--- src/rtl/sig_pkg.sv ---
// Shared lamp codes, phase encodings and small helpers for the highway/country
// signal controller.
package sig_pkg;

    typedef enum logic [1:0] {
        LAMP_RED    = 2'd0,
        LAMP_YELLOW = 2'd1,
        LAMP_GREEN  = 2'd2
    } lamp_t;

    typedef enum logic [2:0] {
        S0 = 3'd0,  // highway green, country red
        S1 = 3'd1,  // highway yellow
        S2 = 3'd2,  // all red before country green
        S3 = 3'd3,  // country green
        S4 = 3'd4,  // country yellow
        S5 = 3'd5   // all red before highway green
    } state_t;

    function automatic int max_of(input int a, input int b);
        return (a > b) ? a : b;
    endfunction

    function automatic lamp_t hwy_lamp(input state_t s);
        case (s)
            S0:      return LAMP_GREEN;
            S1:      return LAMP_YELLOW;
            default: return LAMP_RED;
        endcase
    endfunction

    function automatic lamp_t cntry_lamp(input state_t s);
        case (s)
            S3:      return LAMP_GREEN;
            S4:      return LAMP_YELLOW;
            default: return LAMP_RED;
        endcase
    endfunction

endpackage

--- src/rtl/sig_tick_gen.sv ---
// Free-running prescaler: one-cycle tick every CLK_PER_TICK clocks, never
// realigned by phase changes.
module sig_tick_gen #(
    parameter int CLK_PER_TICK = 100
) (
    input  logic clock,
    input  logic clear,
    output logic tick
);

    localparam int CW = $clog2(CLK_PER_TICK);
    localparam logic [CW-1:0] LAST = CW'(CLK_PER_TICK - 1);

    logic [CW-1:0] count_reg;
    logic [CW-1:0] count_next;

    always_comb begin
        count_next = count_reg + 1'b1;
        if (count_reg == LAST) begin
            count_next = '0;
        end
    end

    always_ff @(posedge clock or negedge clear) begin
        if (!clear) begin
            count_reg <= '0;
        end else begin
            count_reg <= count_next;
        end
    end

    assign tick = (count_reg == LAST);

endmodule

--- src/rtl/sig_phase_sequencer.sv ---
// Timed highway/country traffic-light controller: sensor synchronizer, phase
// timer, six-phase FSM and registered lamp outputs.
module sig_phase_sequencer
    import sig_pkg::*;
#(
    parameter int CLK_PER_TICK    = 100,
    parameter int YELLOW_TICKS    = 4,
    parameter int Y2R_TICKS       = 3,
    parameter int R2G_TICKS       = 2,
    parameter int HWY_MIN_GREEN   = 10,
    parameter int CNTRY_MAX_GREEN = 20
) (
    input  logic       clock,
    input  logic       clear,
    input  logic       X,
    output logic [1:0] hwy,
    output logic [1:0] cntry,
    output logic [2:0] state
);

    localparam int TMAX = max_of(max_of(max_of(YELLOW_TICKS, Y2R_TICKS),
                                        max_of(R2G_TICKS, HWY_MIN_GREEN)),
                                 CNTRY_MAX_GREEN);
    localparam int TW = $clog2(TMAX + 1);
    localparam logic [TW-1:0] TIMER_SAT = TW'(TMAX);

    logic tick;

    sig_tick_gen #(
        .CLK_PER_TICK(CLK_PER_TICK)
    ) u_tick_gen (
        .clock(clock),
        .clear(clear),
        .tick (tick)
    );

    logic [1:0]    sync_reg;
    logic          x_s;
    state_t        state_reg;
    state_t        state_next;
    logic [TW-1:0] timer_reg;
    logic [TW-1:0] timer_next;
    logic [1:0]    hwy_reg;
    logic [1:0]    cntry_reg;

    logic yel_done;
    logic y2r_done;
    logic r2g_done;
    logic max_done;
    logic min_green_met;

    assign x_s = sync_reg[1];

    // "N ticks elapsed" fires on the tick that would bring the count to N.
    assign yel_done      = tick && (timer_reg == TW'(YELLOW_TICKS - 1));
    assign y2r_done      = tick && (timer_reg == TW'(Y2R_TICKS - 1));
    assign r2g_done      = tick && (timer_reg == TW'(R2G_TICKS - 1));
    assign max_done      = tick && (timer_reg == TW'(CNTRY_MAX_GREEN - 1));
    assign min_green_met = (timer_reg >= TW'(HWY_MIN_GREEN));

    always_comb begin
        state_next = state_reg;
        case (state_reg)
            S0: if (x_s && min_green_met) state_next = S1;
            S1: if (yel_done)             state_next = S2;
            S2: if (y2r_done)             state_next = S3;
            S3: if (!x_s || max_done)     state_next = S4;
            S4: if (yel_done)             state_next = S5;
            S5: if (r2g_done)             state_next = S0;
            default:                      state_next = S0;
        endcase
    end

    always_comb begin
        timer_next = timer_reg;
        if (state_next != state_reg) begin
            timer_next = '0;
        end else if (tick && (timer_reg != TIMER_SAT)) begin
            timer_next = timer_reg + 1'b1;
        end
    end

    // Lamps are loaded from the next-state decode so they switch with state.
    always_ff @(posedge clock or negedge clear) begin
        if (!clear) begin
            sync_reg  <= 2'b00;
            state_reg <= S0;
            timer_reg <= '0;
            hwy_reg   <= LAMP_GREEN;
            cntry_reg <= LAMP_RED;
        end else begin
            sync_reg  <= {sync_reg[0], X};
            state_reg <= state_next;
            timer_reg <= timer_next;
            hwy_reg   <= hwy_lamp(state_next);
            cntry_reg <= cntry_lamp(state_next);
        end
    end

    assign hwy   = hwy_reg;
    assign cntry = cntry_reg;
    assign state = state_reg;

endmodule
--- config.mk ---
export PLATFORM = sky130hd
export DESIGN_NAME = sig_phase_sequencer
export DESIGN_NICKNAME = d
export VERILOG_FILES = /design/src/rtl/sig_pkg.sv /design/src/rtl/sig_tick_gen.sv /design/src/rtl/sig_phase_sequencer.sv
export SDC_FILE = /design/constraint.sdc
export NUM_CORES = 1
export LEC_CHECK = 0
export BUFFER_PORTS_ARGS = -buffer_cell sky130_fd_sc_hd__buf_2
export CAP_MARGIN = 0
export CORE_MARGIN = 3
export CORE_UTILIZATION = 30
export DETAILED_ROUTE_END_ITERATION = 8
export HOLD_SLACK_MARGIN = 0.1
export PLACE_DENSITY_LB_ADDON = 0.15
export SYNTH_ARGS = -nofsm -noshare
export SYNTH_HDL_FRONTEND = slang
export SYNTH_SLANG_ARGS = --single-unit
--- constraint.sdc ---
create_clock -name clock -period 2 [get_ports clock]
set_input_delay 0.1 -clock clock [delete_from_list [all_inputs] [get_ports clock]]
set_output_delay 0.1 -clock clock [all_outputs]
set_load 0.1 [all_outputs]
==> results of run 1 <==
-- synth_stat cells, drive strengths merged --
cell | number | area share, %
dfrtp | 20 | 45
nor2 | 11 | 3.7
nand2 | 8 | 2.7
a21oi | 5 | 2.2
ha | 5 | 5.6
inv | 5 | 1.7
clkbuf | 4 | 1.6
xnor2 | 4 | 3.1
and2 | 3 | 1.7
nand3 | 3 | 1.3
nand4 | 3 | 1.7
nor4 | 3 | 2.2
o21ai | 3 | 1.3
mux2i | 2 | 1.8
nand2b | 2 | 1.1
nor3 | 2 | 0.90
or3 | 2 | 1.6
or4 | 2 | 1.7
xor2 | 2 | 1.6
a211oi | 1 | 0.67
a21o | 1 | 0.67
a221oi | 1 | 1.3
a2bb2o | 1 | 1.0
and3 | 1 | 1.0
dfstp | 1 | 2.4
nand3b | 1 | 0.67
nand4bb | 1 | 1.0
nor3b | 1 | 0.67
nor4b | 1 | 0.78
o2111ai | 1 | 1.3
o211ai | 1 | 0.67
o21bai | 1 | 1.7
o31ai | 1 | 0.67
o41a | 1 | 1.0
o41ai | 1 | 0.78
or2 | 1 | 0.56
or3b | 1 | 0.78
-- power groups by stage --
stage               combinational (µW)  clock [µW]  sequential (µW)
finish                            20.5         285              427
global route                      23.4         305              428
CTS                               21.6         297              428
detailed placement                18.2           0              436
global placement                  18.3           0              436
floorplan                         3.87           0              436
-- what timing repair did --
item	4_1_cts	5_1_grt
buffers inserted	2	0
endpoints found under the setup margin	5	7
hold buffers	2	0
resized for setup	5	5
hold endpoints to repair	21	0
pin swaps	0	6
-- metrics by stage --
step | utilization, % | hold WS [ns] | cell area [µm²]
after CTS | 43.1 | 0.338 | 1500
after global placement | 39.8 | 0.0877 | 1380
after detailed placement | 39.8 | 0.0839 | 1380
after global routing | 43.5 | 0.360 | 1510
final | 43.5 | 0.314 | 1510
after floorplan | - | -0.196 | 1120
-- kinds of logic after synthesis --
group	synth area share (%)
and+or+nand+nor	24.1
xor gates and xnor gates	4.70
muxes	1.79
AOI/OAI and AO/OA	13.4
buffers and inverters	3.25
adders and majority gates	5.60
DFF	47.1
-- per-layer routing --
| layer | global-route usage [%] | part of all wire, % |
|---|---|---|
| met1 | 15.3 | 46 |
| met2 | 20.0 | 49 |
| met3 | 2.02 | 2.9 |
| met4 | 6.08 | 1.7 |
| met5 | 0 | 0 |
-- final timing paths --
kind | startpoint | end | slack (ns)
setup / recovery | timer_reg[3] | timer_reg[2] | 0.01
hold / removal | clear | state[0] | 0.31
setup reg to reg | timer_reg[3] | timer_reg[2] | 0.01
hold reg to reg | sync_reg[0] | sync_reg[1] | 0.35
max in group asynchronous | clear | state[0] | 1.34
min in group clock | sync_reg[0] | sync_reg[1] | 0.35
-- placed cells by master (no fill, tap or decap), types with 2 or more instances in the layout --
cell / instances
a21oi_1: 5
and2_1: 3
buf_2: 9
buf_4: 24
clkbuf_8: 3
dfrtp_1: 15
dfrtp_2: 4
dlygate4sd3_1: 2
ha_1: 4
inv_1: 5
mux2i_1: 2
nand2_1: 8
nand2b_1: 2
nand3_1: 3
nand4_1: 3
nor2_1: 11
nor3_1: 2
o21ai_0: 2
xnor2_1: 4
xor2_1: 2
-- area by class of cell --
| class | instances | area, µm² | share of cell area (%) |
|---|---|---|---|
| multi-input cells | 77 | 596 | 39.5 |
| flip-flops and latches | 21 | 536 | 35.5 |
| repair buffers | 36 | 256 | 17.0 |
| well taps | 46 | 57.6 | 3.81 |
| clock buffers | 4 | 45.0 | 2.99 |
| inverters | 5 | 18.8 | 1.24 |
==> results.tsv, run 1 <==
metric	value	unit
post-synth net total	115	
post-route minimum period	1.99	ns
Hold Fails Final Rpt	0	
clock network power share	38.9	%
share of cells above drive strength 1	39.9	%
Antenna Cells	0	
status	finished, final reports clean	
actual slew at the worst max-slew pin	0.487	ns
Synth Cell Area	1120	µm²
DR WL/cell	12.3	µm
Critical Path Start Type	flop	
initial DRC count	37	
FMAX	503	MHz
kind of critical path	flop to flop	
first-pass GRT wire length	4.12	mm
worst setup margin	0.0112	ns
CTS tree	done	
filler cell count	354	
DP HPWL	1.75	mm
pin count of the biggest net entering global routing	22	
gate count after technology mapping	107	
Seq/Total Area, Yosys	47.1	%
Worst path slowest cell	or4_4	
gr usage total	12.2	%
static leakage	0.000665	µW
R2R depth	6	
overall power	733	µW
root buf cell	clkbuf_8	
Worst path depth	6	
pwr/cell area	486	nW/µm²
Final Skew	0.00143	ns
DRT antenna net count	0	
Avg Cell Area, Syn	10.4	µm²
sequential share of power	58.3	%
Port Buffers	9	
#FFs+latches synth	21	
Setup crit end kind	flop	
crit-path leading delay family	simple AND/OR/NAND/NOR gates	
Crit path arrival time	2.16	ns
layout net count	152	
CTS sink count	21	
vias per std cell	4.71	
max reg flops	7	
area delta synth->final	35.1	%
routed vias	890	
grt ovf	0	
vias in the first global route	893	
count of different cell masters after synthesis	41	
initial antenna violation count	0	
Internal Power	577	µW
Peak VDD IR	0.160	mV
Final Max Slew Viols	0	
sum of buffers and inverters on the critical path	1	
Setup Viol. Count Final	0	
die height	67.0	µm
pre-CTS setup slack	0.00283	ns
chip width	67.0	µm
CP Max Fanout	5	
Max clock buf depth	2	
H-tree depth	1	
Max Cap Viol	0	
CP max stage delay	0.52	ns
Worst-Skew Late Latency	0.26	ns
fin cells	189	
CP Cell Sequence	or3_4 > or4_4 > o2111ai_4 > a221oi_2 > buf_4 > a211oi_1	
die area	4490	µm²
core area	3470	µm²
Total Wirelength	2.33	mm
DRC violations left	0	
Yosys Warn Count	0	
RSZ-0062 raised after global routing	true	
CTS Buf Count	3	
Worst Hold Class	input port to async pin	
required time worst endpoint	2.18	ns
Ports	10	
Tcrit/Tclk final	99.4	%
post-route setup TNS	0	ns
drt pass-1 iters	4	
Reg clk slew, reported paths	0.08	ns
Sw Ratio	21.2	%
DP Cell Count	181	
sw power	156	µW
initial core utilization	32.2	%
Final Wtd Congestion	0.803	
Slew HR	67.8	%
row cnt	21	
part of the power in combinational logic	2.8	%
(Power assumes the default switching activity.)
==> inputs of run 2 (changes only) <==
--- a/config.mk
+++ b/config.mk
@@ -8,7 +8,7 @@
 export BUFFER_PORTS_ARGS = -buffer_cell sky130_fd_sc_hd__buf_2
 export CAP_MARGIN = 0
 export CORE_MARGIN = 3
-export CORE_UTILIZATION = 30
+export CORE_UTILIZATION = 51
 export DETAILED_ROUTE_END_ITERATION = 8
 export HOLD_SLACK_MARGIN = 0.1
 export PLACE_DENSITY_LB_ADDON = 0.15
==> run 2 against run 1 <==
  * The flow now finishes with violations (negative setup slack)
  * Clock power fell by 29%
  * Power fell by 12%
  * Final cell count decreased by 12%
  * Critical path depth up 1
  * Non-clock buffer count decreased by 4
  * Die area fell by 38%
  * Critical path type unchanged
  * Critical endpoint unchanged
==> results.tsv, run 2 (same netlist as run 1, synthesis figures left out) <==
metric	value	unit
Max clock buf depth	2	
drt pass-1 iters	4	
CP Max Fanout	5	
initial antenna violation count	0	
routed vias	927	
H-tree depth	1	
chip width	52.8	µm
static leakage	0.000638	µW
CTS tree	done	
failing checks	negative setup slack	
Setup Viol. Count Final	5	
Crit path arrival time	2.21	ns
Peak VDD IR	0.312	mV
commonest cells after routing, fill and taps aside	buf_4, dfrtp_1, nor2_1	
Reg clk slew, reported paths	0.11	ns
vias per std cell	5.58	
Final Skew	0.000695	ns
kind of critical path	flop to flop	
post-route minimum period	2.03	ns
row cnt	16	
Post-Route Utilization	71.4	%
CP Cell Sequence	or3_4 > nor4_4 > buf_4 > o2111ai_4 > a221oi_2 > buf_4 > a211oi_1	
pwr/cell area	449	nW/µm²
DP HPWL	1.63	mm
commonest non-fill, non-tap cell in the layout	buf_4	
Critical Path Start Type	flop	
Total Wirelength	2.38	mm
Tcrit/Tclk final	101	%
FMAX	493	MHz
crit-path leading delay family	simple AND/OR/NAND/NOR gates	
actual slew at the worst max-slew pin	0.486	ns
DP Area	1330	µm²
layout net count	148	
CP max stage delay	0.43	ns
initial core utilization	55.3	%
worst setup margin	-0.0296	ns
RSZ-0062 raised after global routing	true	
Worst Hold Class	input port to async pin	
die area	2790	µm²
required time worst endpoint	2.18	ns
sum of buffers and inverters on the critical path	2	
root buf cell	clkbuf_4	
die height	52.8	µm
CTS Buf Count	3	
core area	2020	µm²
Top cell by count, worst path	buf_4	
max reg flops	7	
Ports	10	
first-pass GRT wire length	3.77	mm
share of cells above drive strength 1	39.6	%
gr usage total	18.8	%
Setup crit end kind	flop	
R2R depth	7	
grt ovf	0	
Worst path depth	7	
DRC violations left	0	
Final Wtd Congestion	0.791	
Slew HR	67.9	%
Antenna Cells	0	
area delta synth->final	29.2	%
Port Buffers	9	
Worst-Skew Late Latency	0.30	ns
Final Max Slew Viols	0	
status	complete, but fails checks	
Worst path slowest cell	or3_4	
Max Cap Viol	0	
filler cell count	148	
initial DRC count	26	
vias in the first global route	876	
DRT antenna net count	0	
DR WL/cell	14.4	µm
pin count of the biggest net entering global routing	22	
final instance area	1440	µm²
CTS sink count	21	
Hold Fails Final Rpt	0	
run 2: stage by stage:
stage	setup slack, ns	hold slack (ns)	cells	setup TNS, ns	total power, µW
2_1_floorplan	-0.00116	-0.196	107	-0.00116	439
3_3_place_gp	0.0341	0.0669	158	0	452
3_5_place_dp	0.0679	0.0767	158	0	452
4_1_cts	0.00766	0.268	164	0	656
5_1_grt	-0.0846	0.303	166	-0.357	675
6_report	-0.0296	0.263	166	-0.0817	648
run 2: worst paths after layout:
path | startpoint | endpoint | slack [ns]
setup / recovery | timer_reg[2] | timer_reg[2] | -0.03
setup reg to reg | timer_reg[2] | timer_reg[2] | -0.03
max in group asynchronous | clear | state[0] | 1.39
hold reg to reg | sync_reg[0] | sync_reg[1] | 0.36
hold / removal | clear | u_tick_gen.count_reg[5] | 0.26
min in group clock | sync_reg[0] | sync_reg[1] | 0.36
run 2: area by class of cell:
class | instances | area, µm² | share of cell area (%)
Sequential cell | 21 | 534 | 37.0
Tap cell | 27 | 33.8 | 2.34
Multi-Input combinational cell | 77 | 604 | 41.9
Timing Repair Buffer | 32 | 226 | 15.7
Clock buffer | 4 | 26.3 | 1.82
Inverter | 5 | 18.8 | 1.30
run 2: worst reg2reg max path: stages, from the launching register on:
cell	delay, ns
dfrtp_1	0.41
or3_4	0.43
nor4_4	0.30
buf_4	0.17
o2111ai_4	0.13
a221oi_2	0.27
buf_4	0.16
a211oi_1	0.04
run 2: timing repair:
item                                    4_1_cts  5_1_grt
buffers inserted                              0        2
endpoints found under the setup margin        0        7
hold buffers                                  2        0
gates resized for setup                       0       11
hold endpoints to repair                     22        0
run 2: metal layers:
layer  track usage (%)  wire [µm]  vias to the layer above
met3              3.42         76                        7
met4              7.66         38                        0
met5                 0          0                        -
met2              30.6       1230                       20
met1              24.5       1040                      454
li1                  -          -                      446
run 2: power breakdown:
| group | switching (µW) | leakage [µW] | internal (µW) | total, µW |
|---|---|---|---|---|
| Clock | 124 | 0.0000150 | 77.9 | 201 |
| Sequential | 1.29 | 0.000264 | 426 | 428 |
| Combinational | 11.1 | 0.000359 | 7.71 | 18.8 |
